**src/rtl/z80_bus_arbiter_if.sv**
```systemverilog
// Bus interface between the Z80 machine-cycle sub-FSMs, the bus arbiter and the top-level pins.
interface z80_bus_arbiter_if #(
  parameter int unsigned N_REQ = 4
);
  logic [N_REQ-1:0]    req;
  logic [N_REQ-1:0]    done;
  logic [N_REQ-1:0]    grant;
  logic [N_REQ-1:0]    sub_m1_L;
  logic [N_REQ-1:0]    sub_mreq_L;
  logic [N_REQ-1:0]    sub_iorq_L;
  logic [N_REQ-1:0]    sub_rd_L;
  logic [N_REQ-1:0]    sub_wr_L;
  logic [N_REQ-1:0]    sub_rfsh_L;
  logic [16*N_REQ-1:0] sub_addr;
  logic                M1_L;
  logic                MREQ_L;
  logic                IORQ_L;
  logic                RD_L;
  logic                WR_L;
  logic                RFSH_L;
  logic [15:0]         addr_out;
  logic                addr_oe;
  logic                BUSREQ_L;
  logic                BUSACK_L;
  logic                busy;

  // Requester / pin side.
  modport master (
    output req, done, sub_m1_L, sub_mreq_L, sub_iorq_L, sub_rd_L, sub_wr_L,
           sub_rfsh_L, sub_addr, BUSREQ_L,
    input  grant, M1_L, MREQ_L, IORQ_L, RD_L, WR_L, RFSH_L, addr_out, addr_oe,
           BUSACK_L, busy
  );

  // Arbiter side.
  modport slave (
    input  req, done, sub_m1_L, sub_mreq_L, sub_iorq_L, sub_rd_L, sub_wr_L,
           sub_rfsh_L, sub_addr, BUSREQ_L,
    output grant, M1_L, MREQ_L, IORQ_L, RD_L, WR_L, RFSH_L, addr_out, addr_oe,
           BUSACK_L, busy
  );
endinterface

```
**src/rtl/z80_bus_arbiter.sv**
```systemverilog
// Z80 external bus arbiter: fixed-priority machine-cycle ownership plus pin mux.
// Define Z80_BUSREQ_EN to enable the PARK state and BUSREQ_L/BUSACK_L handshake.
module z80_bus_arbiter #(
  parameter int unsigned N_REQ = 4
) (
  input  logic               clk,
  input  logic               rst,
  z80_bus_arbiter_if.slave   bus
);

  typedef enum logic [1:0] {
    IDLE = 2'd0,
    OWN  = 2'd1,
    PARK = 2'd2
  } state_t;

  state_t           state_q, state_d;
  logic [N_REQ-1:0] grant_q, grant_d;
  logic             busreq_w;
  logic             owner_done_w;
  logic [N_REQ-1:0] others_w;

`ifdef Z80_BUSREQ_EN
  assign busreq_w = ~bus.BUSREQ_L;
`else
  logic unused_busreq_l;
  assign unused_busreq_l = bus.BUSREQ_L;
  assign busreq_w        = 1'b0;
`endif

  function automatic logic [N_REQ-1:0] pick_lowest(input logic [N_REQ-1:0] v);
    logic [N_REQ-1:0] r;
    logic             found;
    r     = '0;
    found = 1'b0;
    for (int unsigned i = 0; i < N_REQ; i++) begin
      if (v[i] && !found) begin
        r[i]  = 1'b1;
        found = 1'b1;
      end
    end
    return r;
  endfunction

  // grant_q is one-hot in OWN, so masking done/req with it isolates the owner.
  assign owner_done_w = |(bus.done & grant_q);
  assign others_w     = bus.req & ~grant_q;

  always_ff @(posedge clk) begin
    if (rst) begin
      state_q <= IDLE;
      grant_q <= '0;
    end else begin
      state_q <= state_d;
      grant_q <= grant_d;
    end
  end

  always_comb begin
    state_d = state_q;
    grant_d = grant_q;
    case (state_q)
      IDLE: begin
        if (busreq_w) begin
          state_d = PARK;
          grant_d = '0;
        end else if (|bus.req) begin
          state_d = OWN;
          grant_d = pick_lowest(bus.req);
        end
      end
      OWN: begin
        if (owner_done_w) begin
          if (busreq_w) begin
            state_d = PARK;
            grant_d = '0;
          end else if (|others_w) begin
            grant_d = pick_lowest(others_w);
          end else if (|(bus.req & grant_q)) begin
            grant_d = grant_q;
          end else begin
            state_d = IDLE;
            grant_d = '0;
          end
        end
      end
      PARK: begin
        grant_d = '0;
        if (!busreq_w) begin
          state_d = IDLE;
        end
      end
      default: begin
        state_d = IDLE;
        grant_d = '0;
      end
    endcase
  end

  always_comb begin
    bus.M1_L     = 1'b1;
    bus.MREQ_L   = 1'b1;
    bus.IORQ_L   = 1'b1;
    bus.RD_L     = 1'b1;
    bus.WR_L     = 1'b1;
    bus.RFSH_L   = 1'b1;
    bus.addr_out = '0;
    bus.addr_oe  = 1'b0;
    for (int unsigned i = 0; i < N_REQ; i++) begin
      if (grant_q[i]) begin
        bus.M1_L     = bus.sub_m1_L[i];
        bus.MREQ_L   = bus.sub_mreq_L[i];
        bus.IORQ_L   = bus.sub_iorq_L[i];
        bus.RD_L     = bus.sub_rd_L[i];
        bus.WR_L     = bus.sub_wr_L[i];
        bus.RFSH_L   = bus.sub_rfsh_L[i];
        bus.addr_out = bus.sub_addr[16*i +: 16];
        bus.addr_oe  = 1'b1;
      end
    end
  end

  assign bus.grant = grant_q;
  assign bus.busy  = (state_q != IDLE);

`ifdef Z80_BUSREQ_EN
  assign bus.BUSACK_L = (state_q != PARK);
`else
  assign bus.BUSACK_L = 1'b1;
`endif

endmodule

```
**src/flat_wrapper.sv**
```systemverilog
// flat-port wrapper written by rule: the top's interface ports become plain ports
module z80_bus_arbiter_flat 
#(
  parameter int unsigned N_REQ = 4
)
  (clk, rst, bus_req, bus_done, bus_sub_m1_L, bus_sub_mreq_L, bus_sub_iorq_L, bus_sub_rd_L, bus_sub_wr_L, bus_sub_rfsh_L, bus_sub_addr, bus_BUSREQ_L, bus_grant, bus_M1_L, bus_MREQ_L, bus_IORQ_L, bus_RD_L, bus_WR_L, bus_RFSH_L, bus_addr_out, bus_addr_oe, bus_BUSACK_L, bus_busy);
  z80_bus_arbiter_if #(.N_REQ(N_REQ)) bus_i ();
  input  logic clk;
  input  logic rst;
  input wire logic [$bits(bus_i.req)-1:0] bus_req;
  input wire logic [$bits(bus_i.done)-1:0] bus_done;
  input wire logic [$bits(bus_i.sub_m1_L)-1:0] bus_sub_m1_L;
  input wire logic [$bits(bus_i.sub_mreq_L)-1:0] bus_sub_mreq_L;
  input wire logic [$bits(bus_i.sub_iorq_L)-1:0] bus_sub_iorq_L;
  input wire logic [$bits(bus_i.sub_rd_L)-1:0] bus_sub_rd_L;
  input wire logic [$bits(bus_i.sub_wr_L)-1:0] bus_sub_wr_L;
  input wire logic [$bits(bus_i.sub_rfsh_L)-1:0] bus_sub_rfsh_L;
  input wire logic [$bits(bus_i.sub_addr)-1:0] bus_sub_addr;
  input wire logic [$bits(bus_i.BUSREQ_L)-1:0] bus_BUSREQ_L;
  output wire logic [$bits(bus_i.grant)-1:0] bus_grant;
  output wire logic [$bits(bus_i.M1_L)-1:0] bus_M1_L;
  output wire logic [$bits(bus_i.MREQ_L)-1:0] bus_MREQ_L;
  output wire logic [$bits(bus_i.IORQ_L)-1:0] bus_IORQ_L;
  output wire logic [$bits(bus_i.RD_L)-1:0] bus_RD_L;
  output wire logic [$bits(bus_i.WR_L)-1:0] bus_WR_L;
  output wire logic [$bits(bus_i.RFSH_L)-1:0] bus_RFSH_L;
  output wire logic [$bits(bus_i.addr_out)-1:0] bus_addr_out;
  output wire logic [$bits(bus_i.addr_oe)-1:0] bus_addr_oe;
  output wire logic [$bits(bus_i.BUSACK_L)-1:0] bus_BUSACK_L;
  output wire logic [$bits(bus_i.busy)-1:0] bus_busy;
  assign bus_i.req = bus_req;
  assign bus_i.done = bus_done;
  assign bus_i.sub_m1_L = bus_sub_m1_L;
  assign bus_i.sub_mreq_L = bus_sub_mreq_L;
  assign bus_i.sub_iorq_L = bus_sub_iorq_L;
  assign bus_i.sub_rd_L = bus_sub_rd_L;
  assign bus_i.sub_wr_L = bus_sub_wr_L;
  assign bus_i.sub_rfsh_L = bus_sub_rfsh_L;
  assign bus_i.sub_addr = bus_sub_addr;
  assign bus_i.BUSREQ_L = bus_BUSREQ_L;
  assign bus_grant = bus_i.grant;
  assign bus_M1_L = bus_i.M1_L;
  assign bus_MREQ_L = bus_i.MREQ_L;
  assign bus_IORQ_L = bus_i.IORQ_L;
  assign bus_RD_L = bus_i.RD_L;
  assign bus_WR_L = bus_i.WR_L;
  assign bus_RFSH_L = bus_i.RFSH_L;
  assign bus_addr_out = bus_i.addr_out;
  assign bus_addr_oe = bus_i.addr_oe;
  assign bus_BUSACK_L = bus_i.BUSACK_L;
  assign bus_busy = bus_i.busy;
  z80_bus_arbiter #(.N_REQ(N_REQ)) u_core (.clk(clk), .rst(rst), .bus(bus_i));
endmodule
```
**config.mk**
```make
export PLATFORM = sky130hd
export DESIGN_NAME = z80_bus_arbiter_flat
export DESIGN_NICKNAME = d
export VERILOG_FILES = /design/src/rtl/z80_bus_arbiter_if.sv /design/src/rtl/z80_bus_arbiter.sv /design/src/flat_wrapper.sv
export SDC_FILE = /design/constraint.sdc
export NUM_CORES = 1
export LEC_CHECK = 0
export ABC_AREA = 1
export ABC_CLOCK_PERIOD_IN_PS = 1200
export CAP_MARGIN = 20
export CELL_PAD_IN_SITES_DETAIL_PLACEMENT = 1
export CELL_PAD_IN_SITES_GLOBAL_PLACEMENT = 1
export CORE_UTILIZATION = 13
export DETAILED_ROUTE_END_ITERATION = 16
export PLACE_DENSITY = 0.78
export SLEW_MARGIN = 20
export SYNTH_ARGS = -nofsm -noshare
export SYNTH_HDL_FRONTEND = slang
export SYNTH_SLANG_ARGS = --single-unit
```
**constraint.sdc**
```tcl
create_clock -name clk -period 1.2 [get_ports clk]
set_input_delay 0.24 -clock clk [delete_from_list [all_inputs] [get_ports clk]]
set_output_delay 0.24 -clock clk [all_outputs]
set_load 0.05 [all_outputs]
```
Word level (Yosys, flattened, before mapping)

Cells that the tools add are included.

Shift-type cells: 0
Div/mod/pow operators: 0
Bitwise logic cells: 4
Reduce and logical (&&, ||, !) cells: 20
Add/subtract/negate cells: 0
$lt $le $gt $ge: 0
Multiply operators: 0
Eq/ne operators: 6
Multiplexer cells: 69

Operators by type and width:

| operator                                             | count |
|---|---|
| two-way mux 16 bit                                   | 4 |
| two-way mux 1 bit                                    | 55 |
| two-way mux 4 bit                                    | 4 |
| OR reduction 4 bit                                   | 4 |
| bitwise AND 4 bit                                    | 3 |
| two-way mux 2 bit                                    | 4 |
| one-hot mux 4 bit (2 select lines)                   | 1 |
| logical AND 1 bit                                    | 6 |
| zero test 1 bit                                      | 6 |
| != test 2 x 1 -> 1 bit (second input constant)       | 2 |
| != test 2 bit (second input constant)                | 2 |
| NOT 4 bit                                            | 1 |
| one-hot mux 2 bit (2 select lines)                   | 1 |
| AND reduction 4 bit                                  | 1 |
| != test 3 x 2 -> 1 bit (second input constant)       | 1 |
| AND reduction 3 bit                                  | 1 |
| equality test 2 x 1 -> 1 bit (second input constant) | 1 |
| zero test 2 bit                                      | 1 |
| nonzero test 2 bit                                   | 1 |

Bits in writable memories: 0
Register bits: 6
Input bits: 99
Latch bits: 0
Bits in read-only memories: 0
Output and inout port bits: 29
Memories kept: 0

Logic depth before layout (Yosys ltp)

Depth after elaboration: 24
Gate-level depth with buffers: 9

Worst setup path after synthesis

Ideal clock, no wire load.

Path kind: register -> output
Start: register u_core.grant_q[2] (netlist: u_core.bus.grant[2])
End: output port bus_addr_out[2]
Arrival: 2292 ps
Stages on the path, launching flop included: 7
Slack: -1332 ps
Buffers on the path: 2
Data required time: 960 ps
Cells stage by stage: dfxtp_1 buf_4 buf_2 a21oi_1 nand2_1 o21ai_0 o21ai_0

Cells in the longest elaborated chain, start to end: 2

RTL lines:

| element                          | RTL line               | source |
|---|---|---|
| start: declaration               | z80_bus_arbiter.sv:18  | `logic [N_REQ-1:0] grant_q, grant_d;` |
| start signal: assignment         | z80_bus_arbiter.sv:55  | `grant_q <= grant_d;` |
| two-way mux 16 bit (2 in series) | z80_bus_arbiter.sv:110 | `if (grant_q[i]) begin` |
| end: declaration                 | flat_wrapper.sv:27     | `output wire logic [$bits(bus_i.addr_out)-1:0] bus_addr_out;` |

No other way between the ends.

Worst setup path in the final report

Start: register u_core.grant_q[1] (netlist: u_core.bus.grant[1])
End: output port bus_addr_out[9]

Cells in the longest elaborated chain, start to end: 3

RTL lines:

| element                          | RTL line |
|---|---|
| two-way mux 16 bit (3 in series) | z80_bus_arbiter.sv:110 |

No other way between the ends.

==> flow_summary.toml <==
[worst_setup_path]
cp.depth = 7
worst-path-max-fanout = 5
r2r_end = "u_core.bus.grant[0]"
crit_start = "u_core.bus.grant[1]"
critPathMostFrequentCell = "nand2_2"
slowest_stage = "dfxtp_4"
crit_arrival_ps = 1440
cp_slowest_stage_delay_ps = 360
crit_chain = "nor2_8 -> buf_6 -> nand2_2 -> nand2_2 -> o21ai_2 -> o21ai_4 -> buf_12"
crit_type = "reg -> out"
crit_family = "flip-flops"
r2r_cells = 9
crit_required_ps = 960
worstReg2RegStart = "u_core.bus.grant[1]"
ff2ff_setup_slack_ps = -260
cp-endpoint = "bus_addr_out[9]"
start_kind = "register"
cp-end-kind = "output pin"
critPathBufInv = 2

[timing]
fin_ws_ps = -479
clock_skew_ps = 1.15
hold_violations = 0
final.min_clock_period_ps = 1680
whs_ps = 494
finalSetupTns_ps = -10850
fin_crit_sh = 1.40
rsz0062_at_grt = "true"
max_freq_mhz = 595
slew_violations = 0
report.final.setup_viol = 28

[synth]
syn_avg_cell_area_sq_um = 5.12
yosys_warnings = 0
synth_cells = 210
synth_area_sq_um = 1080
ys_ff_latch = 5
ys_types = 23
seq_area_frac_synth = 0.0930
syn_nets = 309

[floorplanning]
dieWidth_microns = 93.0
initial_core_util = 0.137
die_h_microns = 93.0
io_pins = 128
core_area_sq_um = 7850
fp-row-count = 32
die-area_sq_um = 8650

[cells_and_area]
syn_to_final_growth_pct = 231
multiInputGateArea_sq_um = 1320
diodes = 0
register_area_sq_um = 119
drive_gt1_frac = 0.411
nets = 460
fill_cells = 920
postLayoutCoreUtil = 0.454

[global_routing]
grt_usage = 0.154
grt_start_max_net_pins = 26
antenna_found_initial = 0
grt_pass1_vias = 2135
grt_pass1_wl_microns = 10600
grt_overflow = 0

[clock_network]
clockRootBuffer = "clkbuf_8"
clkTransAtPathRegs_ps = 40
clk-insertion-delay-late_ps = 220
hold_buffers = 0
cts_sinks = 5
cts_buffers = 3
cts_buffer_depth = 2
cts_tree = "yes"
htreeDepth = 1

[detailed_routing]
avgViaCountPerCell = 4.48
drc = 0
drtPass1Iterations = 3
ant_nets = 0
routedWlPerCell_microns = 15.2
num_vias = 2068
drt_iter0_drc = 34
wirelength_microns = 7050

[hold_path]
hold_class = "in -> reg"

[placed_design]
portBuffers = 125
pre_cts_slack_ps = -456
gp_congestion = 0.854
hpwl_microns = 5420

[outcome]
violations = "negative setup slack"
status = "complete, but fails checks"

[pwr]
p_sw_frac = 0.493
seqPwrFrac = 0.055
switching_power_mw = 2.21
p_leak_nw = 1.43
comb_power_share = 0.874
vdd_ir_drop_max_mv = 0.435
power_frac_clock = 0.071
internal_power_mw = 2.27
cellPowerDensity_nw_per_um2 = 1260
p_total_mw = 4.47

[run]
cap_viol_max_count = 0
==> through the flow <==
| step | area [sq um] | std cells |
|---|---|---|
| 2_1_floorplan | 1440 | 210 |
| 3_3_place_gp | 3120 | 443 |
| 3_5_place_dp | 3120 | 443 |
| 4_1_cts | 3360 | 455 |
| 5_1_grt | 3560 | 462 |
| 6_report | 3560 | 462 |
==> registers in the layout, indices dropped and copies added, names as in the netlist <==
name,cells
u_core.bus.grant,4
u_core.state_q,1
==> cell type report <==
| class | instances | share of cell area |
|---|---|---|
| timing repair buffer | 157 | 0.514 |
| multi-input combinational | 182 | 0.369 |
| tap | 102 | 0.0358 |
| sequential | 5 | 0.0334 |
| inverter | 10 | 0.0221 |
| timing repair inverter | 2 | 0.0130 |
| clock buffer | 4 | 0.0126 |
==> cell usage in the layout, fill, tap and decap left out <==
master and instances:
o21a_1 1, inv_4 2, conb_1 1, nand2_1 57
buf_6 11, nand4_1 1, inv_1 3, inv_8 1
clkdlybuf4s50_1 93, nor3_2 1, o21ai_0 2, o21ai_1 2
o21ai_2 13, nor2_8 1, dlygate4sd2_1 1, o221ai_2 6
clkbuf_8 3, dlymetal6s2s_1 3, clkinv_1 1, o21ai_4 17
nand3_1 5, nand3_4 1, clkinv_16 1, dfxtp_4 5
a21oi_1 24, nand2_4 5, clkbuf_1 1, a21oi_4 6
nand2_2 10, buf_12 29, clkinv_8 2, nand3_2 4
nor2_4 2, a21oi_2 4, buf_4 19, nor2_1 17
buf_2 1, inv_16 1, nor2_2 2, inv_2 1
==> timing repair <==
item / CTS / global route
setup buffers: 8 / 5
cloned: 0 / 2
setup endpoints to repair: 30 / 30
resized for setup: 33 / 35
pin swaps: 12 / 5
==> cell usage after synthesis <==
cell      count  area share
nand4_1       1      0.0058
nand3_4       1       0.016
clkinv_1      1      0.0035
buf_2         4       0.019
o21a_1        1      0.0070
a21oi_1      34        0.16
conb_1        1      0.0035
nor3_1        1      0.0046
inv_2         5       0.017
nor2_1       18       0.063
nand2_1      70        0.24
o21ai_0      14       0.065
nor2_2        1      0.0058
nor2_8        1       0.019
nor2_4        2       0.021
nand2_2       2       0.012
buf_4         4       0.028
clkbuf_1      5       0.017
inv_1         4       0.014
o21ai_1      20       0.093
o221ai_1      6       0.049
nand3_1       9       0.042
dfxtp_1       5       0.093
==> metal layers <==
layer	share of wire	GRT usage
met5	0	0
met4	0.013	0.0321
met3	0.052	0.0220
met2	0.56	0.306
met1	0.38	0.170
==> worst min-delay path by stage <==
stage	slack, ps	depth (start not counted)	start	end
floorplan	420	3	rst	u_core.bus.grant[0]
global placement	650	3	u_core.bus.grant[0]	u_core.bus.grant[0]
detailed placement	660	3	u_core.bus.grant[0]	u_core.bus.grant[0]
CTS	660	3	u_core.bus.grant[0]	u_core.bus.grant[0]
global route	530	3	bus_req[3]	u_core.state_q[0]
finish	490	3	bus_req[3]	u_core.state_q[0]
==> cells by family (layout without fill, tap and decap cells) <==
family          count (synthesis)  count (layout)  share of synthesized area
simple gates                  106             106                      0.433
other cells                     1               1                    0.00349
compound gates                 75              75                      0.372
flops                           5               5                     0.0930
buf+inv                        23             173                     0.0988
==> power by group through the flow <==
stage / Combinational (mW) / Clock [mW] / Sequential (mW)
after global routing: 4.10 / 0.324 / 0.255
after floorplan: 1.93 / 0 / 0.301
final: 3.91 / 0.316 / 0.248
after global placement: 3.47 / 0 / 0.277
after detailed placement: 3.53 / 0 / 0.276
after CTS: 3.75 / 0.314 / 0.259
==> worst min-delay path: stages <==
cell	delay (ps)
dlymetal6s2s_1	180
o21ai_0	200
a21oi_1	40
No activity file was read; power rests on OpenSTA's default activity.
